===== src/rtl/mem_arbiter.sv =====
// Two-master arbiter (instruction fetch, load/store) in front of a single-port memory.
// One transaction in flight at a time; data has priority, bounded by a starvation counter.
module mem_arbiter #(
  parameter int ADDR_WIDTH     = 32,
  parameter int DATA_WIDTH     = 32,
  parameter int MAX_DATA_BURST = 4
) (
  input  logic                    clk_i,
  input  logic                    rst_i,
  input  logic                    instr_req_i,
  input  logic [ADDR_WIDTH-1:0]   instr_addr_i,
  output logic                    instr_gnt_o,
  output logic                    instr_rvalid_o,
  output logic [DATA_WIDTH-1:0]   instr_rdata_o,
  input  logic                    data_req_i,
  input  logic                    data_we_i,
  input  logic [DATA_WIDTH/8-1:0] data_be_i,
  input  logic [ADDR_WIDTH-1:0]   data_addr_i,
  input  logic [DATA_WIDTH-1:0]   data_wdata_i,
  output logic                    data_gnt_o,
  output logic                    data_rvalid_o,
  output logic [DATA_WIDTH-1:0]   data_rdata_o,
  output logic                    mem_req_o,
  output logic                    mem_we_o,
  output logic [DATA_WIDTH/8-1:0] mem_be_o,
  output logic [ADDR_WIDTH-1:0]   mem_addr_o,
  output logic [DATA_WIDTH-1:0]   mem_wdata_o,
  input  logic                    mem_gnt_i,
  input  logic                    mem_rvalid_i,
  input  logic [DATA_WIDTH-1:0]   mem_rdata_i
);

  // state  | meaning
  // IDLE   | arbitrating; request presented to memory combinationally
  // WAIT_I | fetch granted, waiting for mem_rvalid_i
  // WAIT_D | load/store granted, waiting for mem_rvalid_i
  typedef enum logic [1:0] {IDLE, WAIT_I, WAIT_D} state_t;

  localparam logic [3:0] BURST_LIMIT = 4'(MAX_DATA_BURST);

  state_t     state_q, state_d;
  logic [3:0] burst_q, burst_d;
  logic       sel_data, sel_instr;

  always_ff @(posedge clk_i) begin
    if (rst_i) begin
      state_q <= IDLE;
      burst_q <= 4'd0;
    end else begin
      state_q <= state_d;
      burst_q <= burst_d;
    end
  end

  always_comb begin
    state_d        = state_q;
    burst_d        = burst_q;
    sel_data       = data_req_i && !(instr_req_i && (burst_q == BURST_LIMIT));
    sel_instr      = instr_req_i && !sel_data;
    instr_gnt_o    = 1'b0;
    instr_rvalid_o = 1'b0;
    instr_rdata_o  = '0;
    data_gnt_o     = 1'b0;
    data_rvalid_o  = 1'b0;
    data_rdata_o   = '0;
    mem_req_o      = 1'b0;
    mem_we_o       = 1'b0;
    mem_be_o       = '0;
    mem_addr_o     = '0;
    mem_wdata_o    = '0;

    // Outputs are forced quiet while reset is held, even though state only clears on the edge.
    if (!rst_i) begin
      unique case (state_q)
        IDLE: begin
          mem_req_o = sel_data || sel_instr;
          if (sel_data) begin
            mem_we_o    = data_we_i;
            mem_be_o    = data_be_i;
            mem_addr_o  = data_addr_i;
            mem_wdata_o = data_wdata_i;
          end else if (sel_instr) begin
            mem_be_o   = '1;
            mem_addr_o = instr_addr_i;
          end
          instr_gnt_o = mem_gnt_i && sel_instr;
          data_gnt_o  = mem_gnt_i && sel_data;

          if (instr_gnt_o) begin
            state_d = WAIT_I;
          end else if (data_gnt_o) begin
            state_d = WAIT_D;
          end

          if (instr_gnt_o || !instr_req_i) begin
            burst_d = 4'd0;
          end else if (data_gnt_o && (burst_q != BURST_LIMIT)) begin
            burst_d = burst_q + 4'd1;
          end
        end
        WAIT_I: begin
          if (mem_rvalid_i) begin
            instr_rvalid_o = 1'b1;
            instr_rdata_o  = mem_rdata_i;
            state_d        = IDLE;
          end
        end
        WAIT_D: begin
          if (mem_rvalid_i) begin
            data_rvalid_o = 1'b1;
            data_rdata_o  = mem_rdata_i;
            state_d       = IDLE;
          end
        end
        default: state_d = IDLE;
      endcase
    end
  end

endmodule

===== config.mk =====
export PLATFORM = sky130hd
export DESIGN_NAME = mem_arbiter
export DESIGN_NICKNAME = d
export VERILOG_FILES = /design/src/rtl/mem_arbiter.sv
export SDC_FILE = /design/constraint.sdc
export NUM_CORES = 1
export LEC_CHECK = 0
export BUFFER_PORTS_ARGS = -buffer_cell sky130_fd_sc_hd__buf_2
export CORE_AREA = 4 4 104 106
export DETAILED_ROUTE_END_ITERATION = 6
export DIE_AREA = 0 0 108 110
export GPL_ROUTABILITY_DRIVEN = 0
export PLACE_DENSITY = 0.67
export SLEW_MARGIN = 25
export SYNTH_ARGS = -nofsm -noshare
export SYNTH_HDL_FRONTEND = slang
export SYNTH_SLANG_ARGS = --single-unit
export TNS_END_PERCENT = 10

===== constraint.sdc =====
create_clock -name clk_i -period 3.5 [get_ports clk_i]
set_input_delay 0.35 -clock clk_i [delete_from_list [all_inputs] [get_ports clk_i]]
set_output_delay 0.35 -clock clk_i [all_outputs]
set_load 0.02 [all_outputs]

==> impl_metrics.json <==
{
  "clockRootBuffer": "clkbuf_8",
  "clock_latency_ns": 0.22,
  "ir_drop_v": 0.0000840,
  "cp.required_ns": 3.15,
  "start_kind": "flop",
  "p_leak_nw": 1.94,
  "yosysTopAreaCell": "and2_1",
  "vias_per_cell": 4.48,
  "drt_iter0_drc": 232,
  "die_x_um": 108,
  "area_growth_pct": 82.4,
  "syn_area_sq_um": 1820,
  "io-pin-count": 277,
  "gr-usage-all-layers_pct": 14.0,
  "coreArea_sq_um": 9770,
  "hold_viol": 0,
  "r2r_cells": 5,
  "htreeDepth": 1,
  "vias": 3034,
  "ctsResizeCount": 0,
  "post-dp-hpwl_mm": 8.17,
  "setup_violations": 0,
  "hold_path_startpoint": "rst_i",
  "relSlewSlack_pct": 42.6,
  "grt_pass1_vias": 2661,
  "postCtsSetupRepairBufs": 0,
  "path_class": "flop to output port",
  "synth_cells": 290,
  "tns_ns": 0,
  "maxCapViolations": 0,
  "seq_area_frac_synth_pct": 6.59,
  "final_core_utilization_pct": 34.0,
  "grt_max_degree": 41,
  "fmax_ghz": 0.395,
  "ys_ff_latch": 6,
  "drcViolationCount": 0,
  "reg2reg_slack_ns": 1.62,
  "layout.nets": 688,
  "fin_crit_ns": 2.53,
  "antenna_found_initial": 3,
  "dr.pass1.iters": 4,
  "hold_buffers": 0,
  "die_area_sq_um": 11900,
  "drt-total-wl_mm": 9.89,
  "hold_depth": 2,
  "hold_end": "state_q[0]",
  "postRouteAntennaNets": 0,
  "synth_area_leaders": "and2_1, o211ai_1, a21oi_1, nand3_1, dfxtp_1",
  "drive_above_1_share_pct": 52.8,
  "total_power_mw": 0.529,
  "cts_sinks": 6,
  "drt-wirelength-per-cell_um": 14.6,
  "io_buffer_count": 276,
  "slew_viol_final": 0,
  "synth_top_area_share_pct": 33.6,
  "clk_path_buf_depth": 2,
  "fin_worst_skew_ns": 0.00193,
  "cts_buffers": 3,
  "clk_pin_slew_ns": 0.03,
  "chipHeight_um": 110,
  "cts_tree": "built",
  "cp_max_fo": 34,
  "syn_nets": 434,
  "cp-end-kind": "output port",
  "start_util_pct": 18.7,
  "crit_arrival_ns": 2.18,
  "powerDensity_nw_per_um2": 159,
  "grt_overflow_total": 0,
  "hp-class": "input pin to flop",
  "synth.distinct_cells": 31,
  "r2r_start": "burst_q[0]",
  "worst_slew_pin_slew_ns": 0.858,
  "avgSynthCellArea_sq_um": 6.29,
  "rsz0062_at_grt": "no",
  "grt_pass1_wl_mm": 13.4,
  "yosysWarnings": 0,
  "post-route-period-util_pct": 72.2,
  "r2r-end": "burst_q[1]",
  "row_count": 36,
  "status": "complete, no violations"
}
power by group:
part	internal (mW)	switching, mW	leakage, nW
logic	0.143	0.209	1.87
registers	0.0719	0.00271	0.0487
clock network	0.0737	0.0280	0.0216
total	0.289	0.240	1.94
synth_stat cells (all sizes together):
cell type / instances
nor3: 1
inv: 7
clkbuf: 27
dfxtp: 6
nand2b: 3
a211oi: 5
nand3: 34
nand2: 5
and2: 98
nand3b: 1
o21ai: 3
a31oi: 1
o41ai: 1
nor2b: 2
and4b: 1
ha: 5
nand4b: 1
o21bai: 1
and3b: 3
or4: 3
nor2: 3
o21a: 4
o211ai: 32
buf: 4
o31ai: 2
a2111o: 1
nor3b: 1
a21oi: 34
or3: 1
metrics by stage:
stage / setup WS (ns) / instance area [sq um] / cells / hold WS, ns
6_report: 0.971 / 3330 / 677 / 0.409
5_1_grt: 0.784 / 3330 / 677 / 0.431
4_1_cts: 0.988 / 3320 / 675 / 0.401
3_5_place_dp: 1.06 / 3280 / 672 / 0.505
3_3_place_gp: 1.05 / 3280 / 672 / 0.508
2_1_floorplan: 1.56 / 1820 / 290 / 0.419
critical path, cell delays in order (launching register included):
cell	delay [ns]
dfxtp_1	0.37
inv_1	0.06
ha_1	0.23
and4b_1	0.22
nor3_4	0.67
and2_1	0.24
buf_2	0.17
state kept, by name, indices dropped and copies added (netlist names):
register and cells:
burst_q 4, state_q 2
how the worst max path moves through the flow:
stage,start,endpoint,slack (ns),cells after the start
detailed placement,instr_req_i,mem_wdata_o[9],1.06,5
global placement,instr_req_i,mem_wdata_o[17],1.05,5
floorplan,burst_q[0],mem_addr_o[21],1.56,7
global route,state_q[0],mem_wdata_o[0],0.78,6
finish,burst_q[0],mem_wdata_o[17],0.97,6
CTS,burst_q[0],mem_wdata_o[22],0.99,6
cell type report:
cell class,count,area [sq um]
diodes,2,5.00
clock buffers,3,41.3
fillers,1062,6450
inverters,7,26.3
multi-input cells,246,1560
flip-flops and latches,6,120
well taps,133,166
repair buffers,280,1410
cells by family after synthesis:
logic type | Yosys count | share of synthesized area, %
AOI/OAI and AO/OA | 84 | 29.7
adders and majority gates | 5 | 3.43
buffers and inverters | 38 | 8.17
DFF | 6 | 6.59
and+or+nand+nor | 157 | 52.1
cell usage in the layout (no fill, tap or decap), types with 4 or more instances in the layout:
| cell type | n |
|---|---|
| a211oi_1 | 5 |
| a21oi_1 | 34 |
| and2_1 | 98 |
| buf_2 | 276 |
| buf_4 | 4 |
| dfxtp_1 | 6 |
| ha_1 | 5 |
| inv_1 | 6 |
| nand2_1 | 5 |
| nand3_1 | 34 |
| o211ai_1 | 32 |
| o21a_1 | 4 |
routing by layer:
layer  vias to the layer above  global-route usage [%]  share of wire [%]
li1                       1529                       -                  -
met2                       196                    26.3                 52
met1                      1299                    15.7                 35
met3                        10                    3.15                 11
met4                         0                    3.97                1.3
met5                         -                       0                  0
Power figures use the tool's default switching activity.
